[src/rtl/alu_ctrl_seq.sv]
// Control-step sequencer for the ALU datapath: fetch (T0-T2), then decode and execute (T3-T6).
// Optional fetch timeout in T1 is built when ALU_SEQ_FETCH_TIMEOUT_EN is defined.
module alu_ctrl_seq #(
  parameter int FETCH_WAIT_MAX = 15
) (
  input  logic       clk,
  input  logic       reset_n,
  input  logic       start,
  input  logic [4:0] ir_op,
  input  logic       mem_ready,
  output logic       pc_out,
  output logic       mar_in,
  output logic       inc_pc,
  output logic       z_in,
  output logic       zlow_out,
  output logic       zhigh_out,
  output logic       pc_in,
  output logic       mem_read,
  output logic       mdr_in,
  output logic       mdr_out,
  output logic       ir_in,
  output logic       gra,
  output logic       grb,
  output logic       grc,
  output logic       r_out,
  output logic       r_in,
  output logic       c_out,
  output logic       y_in,
  output logic       hi_in,
  output logic       lo_in,
  output logic [4:0] op_code,
  output logic       busy,
  output logic       done,
  output logic       illegal,
  output logic [2:0] dbg_state
);

  typedef enum logic [2:0] {
    S_IDLE, S_T0, S_T1, S_T2, S_T3, S_T4, S_T5, S_T6
  } state_t;

  state_t state;
  logic   t1_first;
  logic   is_md, is_rr, is_imm, is_un, legal;
  logic   fetch_timeout;
  logic   to_pulse;

  assign dbg_state = state;

  always_comb begin
    is_md  = (ir_op == 5'b01111) || (ir_op == 5'b10000);
    is_rr  = ((ir_op >= 5'b00011) && (ir_op <= 5'b01011)) || is_md;
    is_imm = (ir_op >= 5'b01100) && (ir_op <= 5'b01110);
    is_un  = (ir_op == 5'b10001) || (ir_op == 5'b10010);
    legal  = is_rr || is_imm || is_un;
  end

`ifdef ALU_SEQ_FETCH_TIMEOUT_EN
  localparam int CW = (FETCH_WAIT_MAX > 1) ? $clog2(FETCH_WAIT_MAX + 1) : 1;
  localparam logic [CW-1:0] LAST = CW'(FETCH_WAIT_MAX - 1);
  logic [CW-1:0] wait_cnt;

  // Counts T1 cycles; cleared in T0 so each fetch starts from zero.
  always_ff @(posedge clk) begin
    if (!reset_n) begin
      wait_cnt <= '0;
      to_pulse <= 1'b0;
    end else begin
      to_pulse <= 1'b0;
      if (state == S_T0) wait_cnt <= '0;
      else if (state == S_T1) begin
        wait_cnt <= wait_cnt + CW'(1);
        if (fetch_timeout) to_pulse <= 1'b1;
      end
    end
  end
  assign fetch_timeout = (state == S_T1) && !mem_ready && (wait_cnt == LAST);
`else
  localparam int unused_fetch_wait = FETCH_WAIT_MAX;
  assign fetch_timeout = 1'b0;
  assign to_pulse      = 1'b0;
`endif

  // start is only honoured in IDLE and the final state; mem_ready only in T1.
  always_ff @(posedge clk) begin
    if (!reset_n) begin
      state    <= S_IDLE;
      t1_first <= 1'b0;
    end else begin
      t1_first <= 1'b0;
      case (state)
        S_IDLE: if (start) state <= S_T0;
        S_T0: begin
          state    <= S_T1;
          t1_first <= 1'b1;
        end
        S_T1: begin
          if (mem_ready)          state <= S_T2;
          else if (fetch_timeout) state <= S_IDLE;
        end
        S_T2: state <= S_T3;
        S_T3: state <= legal ? S_T4 : S_IDLE;
        S_T4: state <= S_T5;
        S_T5: begin
          if (is_md)      state <= S_T6;
          else if (start) state <= S_T0;
          else            state <= S_IDLE;
        end
        S_T6:    state <= start ? S_T0 : S_IDLE;
        default: state <= S_IDLE;
      endcase
    end
  end

  always_comb begin
    {pc_out, mar_in, inc_pc, z_in, zlow_out, zhigh_out, pc_in} = '0;
    {mem_read, mdr_in, mdr_out, ir_in}                        = '0;
    {gra, grb, grc, r_out, r_in, c_out, y_in, hi_in, lo_in}  = '0;
    op_code = 5'b00000;
    done    = 1'b0;
    illegal = to_pulse;
    busy    = (state != S_IDLE);
    case (state)
      S_T0: begin
        {pc_out, mar_in, inc_pc, z_in} = 4'b1111;
        op_code = 5'b00011;
      end
      S_T1: begin
        mem_read = 1'b1;
        mdr_in   = 1'b1;
        zlow_out = t1_first;
        pc_in    = t1_first;
      end
      S_T2: {mdr_out, ir_in} = 2'b11;
      S_T3: begin
        if (legal) {grb, r_out, y_in} = 3'b111;
        else       illegal = 1'b1;
      end
      S_T4: begin
        z_in = 1'b1;
        if (is_rr) begin
          {grc, r_out} = 2'b11;
          op_code = ir_op;
        end else if (is_imm) begin
          c_out = 1'b1;
          case (ir_op)
            5'b01100: op_code = 5'b00011;
            5'b01101: op_code = 5'b01010;
            default:  op_code = 5'b01011;
          endcase
        end else begin
          op_code = ir_op;
        end
      end
      S_T5: begin
        zlow_out = 1'b1;
        if (is_md) lo_in = 1'b1;
        else       {gra, r_in, done} = 3'b111;
      end
      S_T6: {zhigh_out, hi_in, done} = 3'b111;
      default: ;
    endcase
  end

endmodule

[config.mk]
export PLATFORM = sky130hd
export DESIGN_NAME = alu_ctrl_seq
export DESIGN_NICKNAME = d
export VERILOG_FILES = /design/src/rtl/alu_ctrl_seq.sv
export SDC_FILE = /design/constraint.sdc
export NUM_CORES = 1
export LEC_CHECK = 0
export CORE_MARGIN = 2
export CORE_UTILIZATION = 35
export CTS_CLUSTER_DIAMETER = 100
export DETAILED_ROUTE_END_ITERATION = 16
export PLACE_DENSITY_LB_ADDON = 0.2
export SETUP_SLACK_MARGIN = 0.15
export SLEW_MARGIN = 15
export SYNTH_ARGS = -nofsm -noshare
export SYNTH_HDL_FRONTEND = slang
export SYNTH_SLANG_ARGS = --single-unit
[constraint.sdc]
create_clock -name clk -period 3.5 [get_ports clk]
set_input_delay 1.05 -clock clk [delete_from_list [all_inputs] [get_ports clk]]
set_output_delay 1.05 -clock clk [all_outputs]
set_load 0.05 [all_outputs]
## After elaboration in Yosys (flattened, before gate mapping)

Index checks and enable logic that the tools add are counted.

- Logic and storage cells: 64
- Register bits after elaboration: 4

- Multiplexer cells: 32
- Order comparisons: 4
- Eq/ne operators: 15
- Reductions and logical operators: 11

Operators by type and width:

| operator | count |
|---|---|
| 3-bit case mux with 8 select lines | 1 |
| 1-bit 2-to-1 mux | 20 |
| 5-bit by 4-bit == test with 1-bit output (second input constant) | 3 |
| 5-bit == test (second input constant) | 3 |
| 3-bit == test (second input constant) | 4 |
| 3-bit 2-to-1 mux | 4 |
| 5-bit by 4-bit <= comparator with 1-bit output (second input constant) | 2 |
| 5-bit 2-to-1 mux | 2 |
| 5-bit case mux with 2 select lines | 1 |
| 4-bit case mux with 2 select lines | 1 |
| 3-bit by 2-bit == test with 1-bit output (second input constant) | 2 |
| 1-bit case mux with 2 select lines | 3 |
| 5-bit by 2-bit greater-or-equal comparator with 1-bit output (second input constant) | 1 |
| 5-bit by 4-bit greater-or-equal comparator with 1-bit output (second input constant) | 1 |
| 1-bit logical OR | 5 |
| 2-bit != test (second input constant) | 2 |
| 3-bit by 1-bit == test with 1-bit output (second input constant) | 1 |
| 3-bit logical NOT | 1 |
| 3-bit nonzero test | 1 |
| 1-bit logical AND | 2 |
| 2-bit AND reduction | 1 |
| 2-bit OR reduction | 1 |

## Longest topological paths before layout

Gate-level depths: netlist (run 1).

- Depth in word-level cells: 7
- Depth in mapped cells: 6
- Mapped depth without buffers: 5

## Worst setup path after synthesis (run 1)

No wires, ideal clock.

- Path kind: input-to-output
- From: input ir_op[0]
- To: output r_out
- Required time: 2450 ps
- Path slack: -73 ps
- Stages: 4
- Buffers on the path: 0
- Arrival time: 2523 ps
- Path through: a211oi_1 xnor2_1 and3_1 o21bai_1

- Cells in the longest elaborated chain, start to end: 7

Ends and longest elaborated chain:

| item | line | RTL |
|---|---|---|
| from (decl) | 9 | `input logic [4:0] ir_op,` |
| 5-bit by 2-bit greater-or-equal comparator with 1-bit output (tied with other cells) | 52 | `is_rr = ((ir_op >= 5'b00011) && (ir_op <= 5'b01011)) \|\| is_md;` |
| 1-bit logical AND / 1-bit logical OR (equally long branches) | 52, 51 |  |
| 1-bit logical OR | 52 |  |
| 1-bit logical OR (2 in a row) | 55 | `legal = is_rr \|\| is_imm \|\| is_un;` |
| 1-bit 2-to-1 mux | 136 | `if (legal) {grb, r_out, y_in} = 3'b111;` |
| 1-bit case mux with 2 select lines (*) | 123 | `case (state)` |
| to (decl) | 25 | `output logic r_out,` |

Mark *: on every way between the ends. The rest lies on a longest branch, timed or not.

## Worst setup path in the final report (run 1)

- From: input ir_op[1]
- To: output lo_in

- Cells in the longest elaborated chain, start to end: 4

Ends and longest elaborated chain:

| item | line | RTL |
|---|---|---|
| 5-bit by 4-bit == test with 1-bit output / 5-bit == test (equally long branches) | 51 | `is_md = (ir_op == 5'b01111) \|\| (ir_op == 5'b10000);` |
| 1-bit logical OR (*) | 51 |  |
| 1-bit 2-to-1 mux (*) | 157 | `if (is_md) lo_in = 1'b1;` |
| 1-bit 2-to-1 mux (*) | 123 |  |
| to (decl) | 30 | `output logic lo_in,` |

Marks and branches as above.

==> results.json, run 1 <==
{
  "status": "complete, no violations",
  "hold_viol": 0,
  "finalSetupViolations": 0,
  "fin_nets": 128,
  "clk_latency_ns": 0.23,
  "intPower_w": 0.000146,
  "crit_type": "in2out",
  "synth_cell_types": 31,
  "cts_tree": "done",
  "fin_setup_tns_ns": 0,
  "p_clk_share_pct": 21.3,
  "post_drt_wl_per_cell_um": 13.5,
  "peakVddDrop_uv": 130,
  "max_freq_ghz": 0.299,
  "start_util_pct": 38.6,
  "clock-sinks": 4,
  "antenna_cells": 0,
  "ios": 40,
  "viasPerCell": 5.21,
  "grt_pass1_wl_um": 2930,
  "endpoint_kind": "output pin",
  "synthTopCellsByArea": "dfxtp_1 16%, buf_4 10%, nor2_1 8.7%",
  "start_kind": "primary input",
  "finalMaxSlewViolations": 0,
  "synth-seq-cells": 4,
  "slew_headroom_pct": 55.6,
  "final_cells": 132,
  "clock_skew_ns": 0.00457,
  "antenna_found_initial": 0,
  "yosysWarnings": 0,
  "worst_pin_slew_ns": 0.665,
  "drt_iter0_markers": 26,
  "netlist_instances": 75,
  "num_rows": 13,
  "drive_above_1_share_pct": 38.5,
  "cp.arrival_ns": 2.29,
  "gp_congestion": 0.795,
  "area_delta_synth_final_pct": 115,
  "ant_nets": 0,
  "clockBufferDepth": 2,
  "period_share_pct": 95.5,
  "swShare_pct": 44.1,
  "combPwrFrac_pct": 56.5,
  "layout_commonest_cell": "clkdlybuf4s50_1",
  "rsz0062_at_grt": "true",
  "grt_pass1_vias": 693,
  "syn-cell-area_um2": 515,
  "numPlacedInstances": 128,
  "p_seq_share_pct": 22.2,
  "dp_hpwl_um": 1430,
  "io_buffers": 39,
  "cap_violations": 0,
  "p_sw_w": 0.000115,
  "ys_seq_area_share_pct": 15.5,
  "dieArea_um2": 1800,
  "first_pass_iters": 4,
  "clk_pin_slew_worst_paths_ns": 0.03,
  "drcViolationCount": 0,
  "dieHeight_um": 42.4,
  "period_needed_ns": 3.34,
  "htreeDepth": 1,
  "core_um2": 1330,
  "cts_buffers": 3,
  "die_w_um": 42.4,
  "layout_common_cells": "19 x clkdlybuf4s50_1, 11 x buf_12, 9 x nor2_1, 9 x buf_4",
  "p_leak_nw": 0.473,
  "grt_max_degree": 22,
  "vias": 688,
  "critPathMaxFanout": 4,
  "clock-root-buffer": "clkbuf_4",
  "grt_usage_pct": 21.0,
  "worst_hold_path_type": "reg2reg",
  "power_density_nw_per_um2": 235,
  "syn_nets": 84,
  "ctsHoldBuffers": 0,
  "crit_required_ns": 2.45,
  "synth_top_area_share_pct": 15.5,
  "finalWirelength_um": 1780,
  "synth.largest_area_cell": "dfxtp_1",
  "overflow": 0,
  "synth.avg_cell_area_um2": 6.87
}
## flip-flops by register name (all words and copies together) (netlist names)
register / flops
t1_first: 1
dbg_state: 3
## synthesized netlist by cell type (all sizes together)
| library cell | instances |
|---|---|
| a21oi | 4 |
| inv | 4 |
| o21ai | 2 |
| or3b | 1 |
| mux2i | 2 |
| and3b | 1 |
| buf | 9 |
| o31a | 1 |
| and2 | 3 |
| nand3b | 1 |
| dfxtp | 4 |
| clkbuf | 2 |
| o32a | 1 |
| xnor2 | 1 |
| o21a | 1 |
| nand2b | 2 |
| nor3 | 2 |
| o41a | 1 |
| o311a | 1 |
| nor2 | 12 |
| o31ai | 1 |
| nand2 | 8 |
| and3 | 5 |
| or3 | 1 |
| a211oi | 1 |
| a31oi | 1 |
| o21bai | 1 |
| nand3 | 2 |
## what timing repair did
item	4_1_cts	5_1_grt
setup endpoints to repair	14	4
gates resized for setup	26	3
buffers inserted	1	0
pin swaps	6	3
hold endpoints to repair	0	0
## kinds of logic (layout without fill, tap and decap cells)
| logic type | after synthesis | after routing | synth area share [%] |
|---|---|---|---|
| buffers and inverters | 15 | 57 | 16.5 |
| XOR/XNOR | 1 | 1 | 1.70 |
| multiplexers | 2 | 2 | 3.88 |
| AND/OR/NAND/NOR | 38 | 38 | 39.3 |
| flip-flops | 4 | 4 | 15.5 |
| AO/OA/AOI/OAI | 15 | 15 | 23.1 |
## per-layer routing
| metal | vias up | track usage [%] | routed length (um) |
|---|---|---|---|
| met5 | - | 0 | 0 |
| met4 | 0 | 15.6 | 51 |
| met3 | 7 | 1.72 | 80 |
| met2 | 33 | 39.4 | 987 |
| met1 | 309 | 21.0 | 658 |
| li1 | 339 | - | - |
## worst max-delay path, cell delays in order
cell and delay [ns]:
buf_6 0.09, or3b_4 0.40, o32a_4 0.36, nor3_4 0.23, buf_12 0.17
## power groups by stage
stage          logic [W]  clock network, W  registers, W
6_report        0.000147         0.0000555     0.0000578
5_1_grt         0.000154         0.0000601     0.0000586
4_1_cts         0.000146         0.0000580     0.0000576
3_5_place_dp    0.000144                 0     0.0000580
3_3_place_gp    0.000141                 0     0.0000575
2_1_floorplan  0.0000849                 0     0.0000597
## path summary, 6_finish.rpt
path / endpoint / slack (ns) / from / cells after the start
setup / recovery: lo_in / 0.16 / ir_op[1] / 5
setup reg to reg: dbg_state[2] / 1.91 / dbg_state[2] / 5
hold / removal: dbg_state[2] / 0.79 / dbg_state[1] / 3
hold reg to reg: dbg_state[2] / 0.79 / dbg_state[1] / 3
## area by class of cell
class / count / area, um^2
timing repair buffer: 50 / 591
clock buffer: 3 / 22.5
fill: 79 / 226
sequential: 4 / 80.1
inverter: 4 / 15.0
tap: 15 / 18.8
multi-input combinational: 56 / 380
## per-stage QoR
step | total power [W] | instance area [um^2] | hold WS (ns) | utilization (%) | setup slack, ns
finish | 0.000260 | 1110 | 0.790 | 83.0 | 0.156
global route | 0.000273 | 1110 | 0.880 | 83.0 | 0.118
CTS | 0.000262 | 1090 | 0.803 | 82.1 | 0.120
detailed placement | 0.000202 | 1040 | 0.795 | 78.0 | -0.233
global placement | 0.000199 | 1040 | 0.773 | 78.0 | -0.173
floorplan | 0.000145 | 526 | 1.03 | - | 0.180
Note: power is estimated with default switching activity, not from simulation.
==> run 2: changes to the inputs <==
--- a/config.mk
+++ b/config.mk
@@ -9,6 +9,7 @@
 export CORE_UTILIZATION = 35
 export CTS_CLUSTER_DIAMETER = 100
 export DETAILED_ROUTE_END_ITERATION = 16
+export MAX_ROUTING_LAYER = met4
 export PLACE_DENSITY_LB_ADDON = 0.2
 export SETUP_SLACK_MARGIN = 0.15
 export SLEW_MARGIN = 15
==> results.json, run 2 (synthesized netlist as in run 1, its figures left out) <==
{
  "worst_pin_slew_ns": 0.651,
  "layout_common_cells": "19 x clkdlybuf4s50_1, 11 x buf_12, 9 x nor2_1, 9 x buf_4",
  "grt_pass1_vias": 696,
  "final_cells": 132,
  "worstHoldEndpoint": "dbg_state[2]",
  "overflow": 0,
  "cts_tree": "done",
  "cap_violations": 0,
  "num_rows": 13,
  "start_kind": "primary input",
  "worst_hold_path_type": "reg2reg",
  "use_met1_pct": 21.0,
  "io_buffers": 39,
  "crit_slowest_cell": "or3b_4",
  "clockBufferDepth": 2,
  "crit_type": "in2out",
  "die_w_um": 42.4,
  "clk_pin_slew_worst_paths_ns": 0.03,
  "core_um2": 1330,
  "cp.arrival_ns": 2.29,
  "grt_usage_pct": 21.6,
  "clock_skew_ns": 0.00476,
  "power_density_nw_per_um2": 236,
  "finalWirelength_um": 1790,
  "ios": 40,
  "dp_hpwl_um": 1430,
  "numPlacedInstances": 128,
  "slowest_delay_ns": 0.40,
  "dieHeight_um": 42.4,
  "drcViolationCount": 0,
  "max_freq_ghz": 0.299,
  "first_pass_iters": 4,
  "hold_slack_ns": 0.793,
  "peakVddDrop_uv": 130,
  "hold_viol": 0,
  "clock-root-buffer": "clkbuf_4",
  "busiest_layer": "met2",
  "period_share_pct": 95.5,
  "grt_max_degree": 22,
  "grt_use_met3_pct": 1.72,
  "status": "complete, no violations",
  "antenna_found_initial": 0,
  "layout_commonest_cell": "clkdlybuf4s50_1",
  "slew_headroom_pct": 56.6,
  "grt_pass1_wl_um": 2930,
  "drt_iter0_markers": 24,
  "fin_nets": 128,
  "rr_endpoint": "dbg_state[2]",
  "antenna_cells": 0,
  "worstPathCellList": "buf_6, or3b_4, o32a_4, nor3_4, buf_12",
  "area_delta_synth_final_pct": 115,
  "rsz0062_at_grt": "true",
  "clk_latency_ns": 0.23,
  "finalMaxSlewViolations": 0,
  "crit_required_ns": 2.45,
  "r2r_cells": 5,
  "use_met2_pct": 39.4,
  "r2r-start": "dbg_state[1]",
  "gp_congestion": 0.807,
  "ant_nets": 0,
  "clock-sinks": 4,
  "hp-start": "dbg_state[1]",
  "dieArea_um2": 1800,
  "viasPerCell": 5.28,
  "rrSetupSlack_ns": 1.91,
  "post_drt_wl_per_cell_um": 13.5,
  "largest_reg_flops": 3,
  "vias": 697,
  "endpoint_kind": "output pin",
  "htreeDepth": 1,
  "total_power_w": 0.000261,
  "p_leak_nw": 0.473,
  "whs_path_depth": 3,
  "cts_buffers": 3,
  "start_util_pct": 38.6,
  "finalSetupViolations": 0,
  "drive_above_1_share_pct": 38.5,
  "critPathMaxFanout": 4,
  "period_needed_ns": 3.34
}
## run 2: area by class of cell
class / instances / area (um^2)
Tap cell: 15 / 18.8
Clock buffer: 3 / 22.5
Timing Repair Buffer: 50 / 591
Sequential cell: 4 / 80.1
Inverter: 4 / 15.0
Fill cell: 79 / 226
Multi-Input combinational cell: 56 / 380
## run 2: how the worst max path moves through the flow
| stage | endpoint | cells after the start | startpoint | slack [ns] |
|---|---|---|---|---|
| 3_5_place_dp | lo_in | 5 | ir_op[4] | -0.23 |
| 2_1_floorplan | lo_in | 3 | ir_op[1] | 0.18 |
| 6_report | lo_in | 5 | ir_op[1] | 0.16 |
| 5_1_grt | lo_in | 5 | ir_op[1] | 0.12 |
| 4_1_cts | lo_in | 5 | ir_op[0] | 0.12 |
| 3_3_place_gp | lo_in | 5 | ir_op[4] | -0.17 |
## run 2: through the flow
stage	utilization [%]	setup TNS (ns)	instance area, um^2	worst slack, ns
2_1_floorplan	-	0	526	0.180
6_report	83.0	0	1110	0.157
5_1_grt	83.0	0	1110	0.118
3_5_place_dp	78.0	-1.32	1040	-0.233
4_1_cts	82.1	0	1090	0.120
3_3_place_gp	78.0	-0.836	1040	-0.173
## run 2: per-layer routing
metal  vias to the layer above  wire length, um
li1                        339                -
met1                       314              645
met2                        37              995
met3                         7               92
met4                         0               51
met5                         -                0
## run 2: critical path: cells and delay by family
kind / cells / cell delay, ns
and+or+nand+nor: 2 / 0.63
buffers and inverters: 2 / 0.26
AOI/OAI and AO/OA: 1 / 0.35
## run 2: repair_timing
| item | CTS | global route |
|---|---|---|
| pin swaps | 6 | 3 |
| setup buffers | 1 | 0 |
| gates resized for setup | 26 | 3 |
| hold buffers | 0 | 0 |
| endpoints found under the setup margin | 14 | 4 |
| hold endpoints to repair | 0 | 0 |
## run 2: report_power, final
| group | internal [W] | switching [W] |
|---|---|---|
| clock network | 0.0000383 | 0.0000175 |
| registers | 0.0000491 | 0.00000872 |
| logic | 0.0000582 | 0.0000891 |
==> run 3: changes to the inputs <==
--- a/config.mk
+++ b/config.mk
@@ -12,7 +12,7 @@
 export MAX_ROUTING_LAYER = met4
 export PLACE_DENSITY_LB_ADDON = 0.2
 export SETUP_SLACK_MARGIN = 0.15
-export SLEW_MARGIN = 15
+export SLEW_MARGIN = 20
 export SYNTH_ARGS = -nofsm -noshare
 export SYNTH_HDL_FRONTEND = slang
 export SYNTH_SLANG_ARGS = --single-unit
==> results of run 3 <==
The final DEF is identical to that of run 2; final timing and power are the same.
